## src/rtl/order_manager.sv

```systemverilog
// Order queue for the kitchen game: spawns timed dish orders, matches deliveries,
// expires stale orders and keeps a saturating 0..15 score.
module order_manager #(
    parameter int ORDER_PERIOD = 600,
    parameter int ORDER_LIFE   = 1800
) (
    input  logic        vsync,
    input  logic        Reset_n,
    input  logic        StartFlag,
    input  logic        EndFlag,
    input  logic        deliver,
    input  logic [1:0]  deliver_dish,
    output logic [3:0]  score,
    output logic [2:0]  order_count,
    output logic [7:0]  order_dish,
    output logic [11:0] order_life0,
    output logic        deliver_hit,
    output logic        deliver_miss
);

    typedef enum logic [1:0] {S_IDLE, S_RUN, S_DONE} state_t;

    localparam logic [11:0] LIFE_INIT     = 12'(ORDER_LIFE);
    localparam logic [11:0] PERIOD_RELOAD = 12'(ORDER_PERIOD - 1);

    state_t      r_state, w_state_nxt;
    logic [3:0]  r_score, w_score_nxt;
    logic [2:0]  r_count, w_count_nxt;
    logic [1:0]  r_dish [4];
    logic [1:0]  w_dish_nxt [4];
    logic [11:0] r_life [4];
    logic [11:0] w_life_nxt [4];
    logic [11:0] r_spawn_cnt, w_spawn_cnt_nxt;
    logic [7:0]  r_lfsr, w_lfsr_nxt;
    logic        r_hit, w_hit_nxt;
    logic        r_miss, w_miss_nxt;

    logic [3:0]  w_match_vec;
    logic        w_match;
    logic [1:0]  w_match_idx;
    logic        w_expire;
    logic        w_inc, w_dec;
    logic [3:0]  w_keep;
    logic [2:0]  w_j;

    always_comb begin
        w_match_vec = '0;
        for (int unsigned i = 0; i < 4; i++)
            w_match_vec[i] = deliver && (3'(i) < r_count) && (r_dish[i] == deliver_dish);
        w_match = |w_match_vec;
        if (w_match_vec[0])      w_match_idx = 2'd0;
        else if (w_match_vec[1]) w_match_idx = 2'd1;
        else if (w_match_vec[2]) w_match_idx = 2'd2;
        else                     w_match_idx = 2'd3;
        w_expire = (r_count != 3'd0) && (r_life[0] == 12'd1);
    end

    always_comb begin
        w_state_nxt = r_state;
        case (r_state)
            S_IDLE:  if (StartFlag && !EndFlag) w_state_nxt = S_RUN;
            S_RUN:   if (EndFlag) w_state_nxt = S_DONE;
            default: w_state_nxt = r_state;
        endcase
    end

    always_comb begin
        w_dish_nxt      = r_dish;
        w_life_nxt      = r_life;
        w_count_nxt     = r_count;
        w_score_nxt     = r_score;
        w_spawn_cnt_nxt = r_spawn_cnt;
        w_hit_nxt       = 1'b0;
        w_miss_nxt      = 1'b0;
        w_inc           = 1'b0;
        w_dec           = 1'b0;
        w_keep          = '0;
        w_j             = '0;
        w_lfsr_nxt      = {r_lfsr[6:0], r_lfsr[7] ^ r_lfsr[5] ^ r_lfsr[4] ^ r_lfsr[3]};

        if (r_state == S_IDLE && w_state_nxt == S_RUN) begin
            w_dish_nxt[0]   = r_lfsr[1:0];
            w_life_nxt[0]   = LIFE_INIT;
            w_count_nxt     = 3'd1;
            w_spawn_cnt_nxt = PERIOD_RELOAD;
        end else if (r_state == S_RUN && w_state_nxt == S_DONE) begin
            w_dish_nxt  = '{default: '0};
            w_life_nxt  = '{default: '0};
            w_count_nxt = '0;
        end else if (r_state == S_RUN) begin
            w_hit_nxt  = w_match;
            w_miss_nxt = deliver && !w_match;
            // A delivery on the expiring slot 0 consumes it, so no expiry penalty.
            w_inc = w_match;
            w_dec = w_expire && !(w_match && w_match_idx == 2'd0);
            if (w_dec && !w_inc && r_score == 4'd0)
                w_score_nxt = r_score;
            else if (w_inc && !w_dec && r_score == 4'd15)
                w_score_nxt = r_score;
            else
                w_score_nxt = r_score + {3'd0, w_inc} - {3'd0, w_dec};

            for (int unsigned i = 0; i < 4; i++)
                w_keep[i] = (3'(i) < r_count) && !(w_match && w_match_idx == 2'(i))
                            && !(w_expire && i == 0);

            // Compact survivors toward slot 0, ageing them as they move.
            w_dish_nxt = '{default: '0};
            w_life_nxt = '{default: '0};
            for (int unsigned i = 0; i < 4; i++) begin
                if (w_keep[i]) begin
                    w_dish_nxt[w_j[1:0]] = r_dish[i];
                    w_life_nxt[w_j[1:0]] = r_life[i] - 12'd1;
                    w_j = w_j + 3'd1;
                end
            end

            if (r_spawn_cnt == 12'd0) begin
                w_spawn_cnt_nxt = PERIOD_RELOAD;
                if (w_j != 3'd4) begin
                    w_dish_nxt[w_j[1:0]] = r_lfsr[1:0];
                    w_life_nxt[w_j[1:0]] = LIFE_INIT;
                    w_j = w_j + 3'd1;
                end
            end else begin
                w_spawn_cnt_nxt = r_spawn_cnt - 12'd1;
            end
            w_count_nxt = w_j;
        end
    end

    always_ff @(posedge vsync or negedge Reset_n) begin
        if (!Reset_n) begin
            r_state     <= S_IDLE;
            r_score     <= '0;
            r_count     <= '0;
            r_dish      <= '{default: '0};
            r_life      <= '{default: '0};
            r_spawn_cnt <= '0;
            r_lfsr      <= 8'hA5;
            r_hit       <= 1'b0;
            r_miss      <= 1'b0;
        end else begin
            r_state     <= w_state_nxt;
            r_score     <= w_score_nxt;
            r_count     <= w_count_nxt;
            r_dish      <= w_dish_nxt;
            r_life      <= w_life_nxt;
            r_spawn_cnt <= w_spawn_cnt_nxt;
            r_lfsr      <= w_lfsr_nxt;
            r_hit       <= w_hit_nxt;
            r_miss      <= w_miss_nxt;
        end
    end

    assign score        = r_score;
    assign order_count  = r_count;
    assign order_dish   = {r_dish[3], r_dish[2], r_dish[1], r_dish[0]};
    assign order_life0  = r_life[0];
    assign deliver_hit  = r_hit;
    assign deliver_miss = r_miss;

endmodule
```

## config.mk

```make
export PLATFORM = sky130hd
export DESIGN_NAME = order_manager
export DESIGN_NICKNAME = d
export VERILOG_FILES = /design/src/rtl/order_manager.sv
export SDC_FILE = /design/constraint.sdc
export NUM_CORES = 1
export LEC_CHECK = 0
export BUFFER_PORTS_ARGS = -buffer_cell sky130_fd_sc_hd__buf_2
export CAP_MARGIN = 20
export CORE_ASPECT_RATIO = 0.5
export CORE_UTILIZATION = 55
export CTS_CLUSTER_DIAMETER = 100
export DETAILED_ROUTE_END_ITERATION = 6
export PLACE_DENSITY = 0.8
export SYNTH_ARGS = -nofsm -noshare
export SYNTH_HDL_FRONTEND = slang
export SYNTH_SLANG_ARGS = --single-unit
```

## constraint.sdc

```tcl
create_clock -name vsync -period 4.5 [get_ports vsync]
set_input_delay 0.9 -clock vsync [delete_from_list [all_inputs] [get_ports vsync]]
set_output_delay 0.9 -clock vsync [all_outputs]
set_load 0.02 [all_outputs]
```

=== Word-level counts from Yosys, hierarchy flattened ===
Index checks and enable logic that the tools add are counted.
Widths: inputs -> output; s select.

* Register bits: 87
* Input port bits: 7
* Output and inout port bits: 29
* Word-level logic and storage cells: 219

* Add/subtract/negate cells: 11
* Order comparisons: 12
* Equality and inequality tests: 14
* Multiplexer cells: 102
* Bitwise logic cells: 14
* Reductions and logical operators: 51

{| class="wikitable"
|+ Operators with widths
! operator !! count
|-
| $mux 48 || 16
|-
| $mux 12 || 13
|-
| $bwmux 48 || 3
|-
| $mux 8 || 16
|-
| $demux 12 s2 || 4
|-
| $mux 3 || 20
|-
| $sub 12x1->12 const B || 5
|-
| $and 32x32->32 || 1
|-
| $bwmux 8 || 4
|-
| $not 32->32 || 1
|-
| $logic_and 1x1->1 || 31
|-
| $mux 2 || 13
|-
| $demux 2 s2 || 4
|-
| $or 16x16->16 || 1
|-
| $add 3x1->3 const B || 4
|-
| $eq 12x1->1 const B || 1
|-
| $ge 3x3->1 const B || 4
|-
| $logic_not 12->1 || 1
|-
| $lt 3x1->1 const B || 4
|-
| $not 2->3 || 4
|-
| $eq 2x2->1 || 4
|-
| $logic_not 1->1 || 8
|-
| $mux 1 || 8
|-
| $eq 2x1->1 const B || 3
|-
| other kinds (18) || 31
|}

=== Logic depth before layout (Yosys ltp) ===
* Depth in word-level cells: 42
* Depth in mapped cells: 21

=== Worst setup path before layout ===
Ideal clock, no wire load.

* Kind: in2reg
* Start: in deliver_dish[1]
* End: reg r_life (netlist bit order_life0[3])
* Arrival time: 4.241 ns
* Path slack: 0.178 ns
* Stages: 19
* Path buffers: 4
* Cell sequence: clkbuf_2 xnor2_1 nand3_1 and3_1 clkbuf_1 inv_1 clkbuf_1 ha_1 inv_1 mux2i_1 inv_1 ha_1 and2_1 o41ai_4 a21oi_1 or4_4 buf_6 o21a_4 o211ai_2

* Cells in the longest elaborated chain, start to end: 40
* Elaborated cells between the ends (all ways): 98

{| class="wikitable"
|+ RTL lines
! element !! RTL line !! source
|-
| start, declared || 12 || <nowiki>input logic [1:0] deliver_dish,</nowiki>
|-
| $eq 2x2->1 || 49 || <nowiki>w_match_vec[i] = deliver && (3'(i) < r_count) && (r_dish[i] == deliver_dish);</nowiki>
|-
| $logic_and 1x1->1 || 49 ||
|-
| $mux 1 || 53 || <nowiki>else if (w_match_vec[2]) w_match_idx = 2'd2;</nowiki>
|-
| $mux 2 || 52 || <nowiki>else if (w_match_vec[1]) w_match_idx = 2'd1;</nowiki>
|-
| $mux 2 || 51 || <nowiki>if (w_match_vec[0]) w_match_idx = 2'd0;</nowiki>
|-
| $logic_not 2->1 || 104 || <nowiki>w_keep[i] = (3'(i) < r_count) && !(w_match && w_match_idx == 2'(i))</nowiki>
|-
| $logic_and 1x1->1 || 104 ||
|-
| $logic_not 1->1 || 104 ||
|-
| [... 24 more ...] || -- ||
|-
| $mux 12 (not written as such) or $mux 48 (tied branches) || 122, 86 ||
|-
| $demux 12 s2 or $mux 48 (tied branches) || 122, 81 ||
|-
| $or 16x16->16 (no source line) || -- ||
|-
| $mux 48 || 120 || <nowiki>if (w_j != 3'd4) begin</nowiki>
|-
| $mux 48 * || 118 || <nowiki>if (r_spawn_cnt == 12'd0) begin</nowiki>
|-
| $mux 48 * || 90 || <nowiki>end else if (r_state == S_RUN) begin</nowiki>
|-
| $mux 48 * || 86 || <nowiki>end else if (r_state == S_RUN && w_state_nxt == S_DONE) begin</nowiki>
|-
| $mux 12 * || 81 || <nowiki>if (r_state == S_IDLE && w_state_nxt == S_RUN) begin</nowiki>
|-
| end signal, assigned || 148 || <nowiki>r_life <= w_life_nxt;</nowiki>
|-
| end, declared || 31 || <nowiki>logic [11:0] r_life [4];</nowiki>
|}

Every way passes the cells marked *; elsewhere a longest branch is shown, timed or not. The select of a mux whose other input is x is not followed.
A chain may end at the register's enable or synchronous reset.

=== Worst setup path in the final report ===
* Start: reg r_life (netlist bit order_life0[6])
* End: reg r_life (netlist bit order_life0[4])

* Cells in the longest elaborated chain, start to end: 35
* Elaborated cells between the ends (all ways): 74

{| class="wikitable"
|+ RTL lines
! element !! RTL line !! source
|-
| $eq 12x1->1 * || 55 || <nowiki>w_expire = (r_count != 3'd0) && (r_life[0] == 12'd1);</nowiki>
|-
| $logic_and 1x1->1 * || 55 ||
|-
| $logic_not 1->1 * || 105 || <nowiki>&& !(w_expire && i == 0);</nowiki>
|-
| $logic_and 1x1->1 * || 105 ||
|-
| $mux 1 || 111 || <nowiki>if (w_keep[i]) begin</nowiki>
|-
| $mux 3 || 90 ||
|-
| $mux 3 || 86 ||
|-
| $mux 3 || 81 ||
|-
| [... 19 more ...] || -- ||
|-
| $demux 12 s2 || 122 || <nowiki>w_life_nxt[w_j[1:0]] = LIFE_INIT;</nowiki>
|-
| $not 32->32 (no source line) || -- ||
|-
| $and 32x32->32 (no source line) || -- ||
|-
| $mux 48 || 120 ||
|-
| $mux 48 * || 118 ||
|-
| $mux 48 * || 90 ||
|-
| $mux 48 * || 86 ||
|-
| $mux 12 * || 81 ||
|}

Marks and branches as above.

==> metrics.md <==
| Metric | Value |
|---|---|
| Outcome | finished, violations left |
| Violated checks | design-rule violations |
| Number of nets in the layout | between 700 and 800 |
| VDD IR max | between 0.00015 and 0.0002 V |
| Post-layout instance area | between 6000 and 7000 um^2 |
| Max-slew violation count | 0 |
| Initial core utilization | 0.585 |
| RR Endpoint | order_life0[4]$_DFFE_PN0P_ |
| Crit. Startpoint | order_life0[6]$_DFFE_PN0P_ |
| R2r worst-path depth | 13 |
| Layout Cells excl Fill | ~900 |
| Pin count of the biggest net entering global routing | 56 |
| Placer's final routability congestion estimate | slightly below 1 |
| Slew HR | 0.332 |
| Hold Crit Start | r_lfsr[6]$_DFF_PN0_ |
| Reg2Reg Setup Slack | around 0.28 ns |
| Synthesized flop and latch total | 87 |
| Fmax | ~240 MHz |
| Reg-to-reg startpoint | order_life0[6]$_DFFE_PN0P_ |
| Worst-margin pin slew | between 0.9 and 1 ns |
| Final worst-path cycle share | 0.937 |
| Hold path depth | 0 |
| Clock slew at the register clock pins of the worst setup and hold paths | around 0.06 ns |
| Most used DFF post-synth | dfrtp_1 |
| Area growth syn-to-layout | 9.20% |
| Initial antenna violation count | 0 |
| Hold Buf Count CTS | 0 |
| Ranking of synthesized cells by area | dfrtp_1, xnor2_1, ha_1 |
| Power share of the clock group | 0.502 |
| Critical Path Source Type | register |
| Num CTS Buffers | 9 |
| Placed Cells | between 800 and 900 |
| Die W | between 150 and 200 um |
| Cell Area, Synth | just over 6000 um^2 |
| Total Power | about 1.6 mW |
| Skew final | between 0.007 and 0.008 ns |
| Dpl cell area | 6410 um^2 |
| Share of the synthesized area in the top cell type | 0.336 |
| Filler cell count | roughly 870 |
| Vias in the first global route | ~5700 |
| Seq/Total Area, Yosys | 0.353 |
| DRC | 2 |
| DRT Pass-1 Iters | 7 |
| Initial DRC Count | approximately 850 |
| Overflow after GRT | 0 |
| Post-synth EDFFs | 0 |
| HP Class | reg -> reg |
| Flop pwr share | 0.480 |
| Netlist cell types | 73 |
| Syn avg cell area | between 8 and 9 um^2 |
| Die ar. | about 12000 um^2 |
| Diode count | 0 |
| LEAKAGE | around 2.9 nW |
| Setup TNS | 0 ns |
| Placeable Area | roughly 11000 um^2 |
| Hold Path End | r_lfsr[7]$_DFF_PN1_ |
| Port Buf Inserts | 35 |
| Synth warn | 0 |
| Global-route wire length before repair | between 20000 and 30000 um |
| Share of cells above drive strength 1 | 0.129 |
| Critical path required time | about 4.7 ns |
| Maxcap violations | 0 |
| Crit-path max FO | 11 |
| Setup-failing EPs final | 0 |
| Fin crit period | approximately 4.2 ns |
| GRT Overall Usage | 0.317 |
| CTS tree | built |
| Setup CP Type | reg -> reg |
| Die H | around 77 um |
| Htree depth | 3 |
| Worst setup EP type | register |
| Cell Int Power | around 1.3 mW |
| Per-cell routed wire length | slightly above 20 um |
| CTS sink count | just under 90 |
| Final ANT Viol Nets | 0 |
| Worst Path Arrival | roughly 4.4 ns |
| Logic pwr share | 0.018 |
| I/O pins | 36 |
| Ys async rst share | 1.00 |
| Post-DP HPWL | between 10000 and 15000 um |
| Cell accounting for the most synthesized area | dfrtp_1 |
| Pwr Density | about 240 nW/um^2 |
| DRT Wirelength | 18000 um |
| Final hold vios | 0 |
| Sw power | 0.353 mW |
| Total number of vias | 5976 |
| Cell count after synthesis | 730 |
| Worst-Skew Late Latency | ~0.36 ns |
| Longest Clk Path Bufs | 2 |
| Unrepaired setup endpoints after global routing | false |
| Vias per cell | ~6.8 |
| Syn Nets | roughly 760 |
| FP Rows | 26 |
| Switching share of power | 0.217 |
| CTS root buf | clkbuf_16 |
## synthesized netlist by cell type (all sizes together), types with 3 or more instances
cell and count:
and2 7, nor4 8, o311ai 4, a221oi 4, o31a 3, nor3 34
a21o 3, and4 4, nand2 84, dfrtp 83, nand4b 4, o22ai 24
a22o 7, o21ai 68, nand4 9, o221ai 6, buf 18, a31oi 6
xor2 19, nand3 17, o32ai 4, nor2 41, a21oi 41, o41ai 3
clkbuf 39, a41oi 4, xnor2 38, o311a 3, o211ai 12, dfstp 4
nor2b 4, and3 5, inv 32, a22oi 6, nor3b 3, or3 7
a32o 9, or4 5, ha 26, o31ai 7
## stage by stage
stage               hold slack [ns]  setup WS, ns  utilization
floorplan                     0.333         0.178            -
global placement              0.335         0.255        0.607
detailed placement            0.340        0.0866        0.607
CTS                           0.355         0.180        0.636
global route                  0.359        0.0457        0.639
finish                        0.354         0.282        0.639
## per-layer routing
| metal | global-route usage | wire, um |
|---|---|---|
| met5 | 0 | 0 |
| met4 | 0.142 | 594 |
| met3 | 0.0752 | 1860 |
| met2 | 0.470 | 7690 |
| met1 | 0.441 | 7840 |
## worst max path at each step
stage | end | slack, ns
6_report | order_life0[4]$_DFFE_PN0P_ | 0.28
5_1_grt | order_life0[4]$_DFFE_PN0P_ | 0.05
4_1_cts | r_life[17]$_DFFE_PN0P_ | 0.18
3_5_place_dp | r_life[17]$_DFFE_PN0P_ | 0.09
3_3_place_gp | r_life[17]$_DFFE_PN0P_ | 0.26
2_1_floorplan | order_life0[3]$_DFFE_PN0P_ | 0.18
## layout by cell type (no fill, tap or decap), types with 5 or more instances in the layout
master	netlist	final
o211ai_1	10	10
buf_4	12	22
dfrtp_1	83	83
xnor2_1	38	38
o22ai_1	24	24
o221ai_1	6	6
and2_1	7	7
clkbuf_16	0	9
inv_1	32	32
a32o_1	9	9
buf_2	3	34
a21oi_1	41	39
o21ai_1	5	5
or3_1	6	6
xor2_1	19	19
a22o_1	7	7
ha_1	26	26
o21ai_0	62	62
a31oi_1	6	6
o31ai_1	7	7
nand2_1	83	83
nand4_1	9	9
a22oi_1	6	6
nand3_1	16	14
nor4_1	8	8
nor2_1	41	41
nor3_1	34	34
## cell families after synthesis
kind of cell | share of synthesized area
flops | 0.353
mux | 0.00505
simple gates | 0.193
buf+inv | 0.0659
xor+xnor | 0.0807
compound gates | 0.247
fa+ha+maj | 0.0558
## worst max-delay path: stages, from the launching register on
cell,delay [ns]
dfrtp_1,0.43
or4_1,0.65
nand3b_1,0.27
and3_2,0.34
ha_1,0.39
xor2_1,0.21
ha_1,0.30
mux2i_1,0.08
inv_1,0.10
ha_1,0.26
inv_1,0.10
or4_4,0.61
nand2_2,0.19
o21ai_0,0.14
## final cells by class
cell class	instances	area (um^2)	area share
multi-input combinational	554	3630	0.537
sequential	87	2180	0.323
timing repair buffer	56	335	0.0496
clock buffer	11	233	0.0344
tap	140	175	0.0259
inverter	32	120	0.0178
clock inverter	5	82.6	0.0122
## power by group through the flow
stage	logic [mW]	registers, mW	clock network, mW
finish	0.0290	0.782	0.818
global route	0.0332	0.781	0.852
CTS	0.0298	0.782	0.826
detailed placement	0.0294	0.797	0
global placement	0.0277	0.797	0
floorplan	0.00811	0.797	0
## registers in the layout, summed over array words and instances (netlist names)
signal        flops
r_life           36
order_life0      12
r_spawn_cnt      12
order_dish        8
r_lfsr            8
score             4
order_count       3
r_state           2
deliver_hit       1
deliver_miss      1
## what timing repair did
action | in CTS | in global routing
endpoints found under the setup margin | 0 | 28
resized for setup | 0 | 8
setup buffers | 0 | 0
Power figures use the tool's default switching activity.
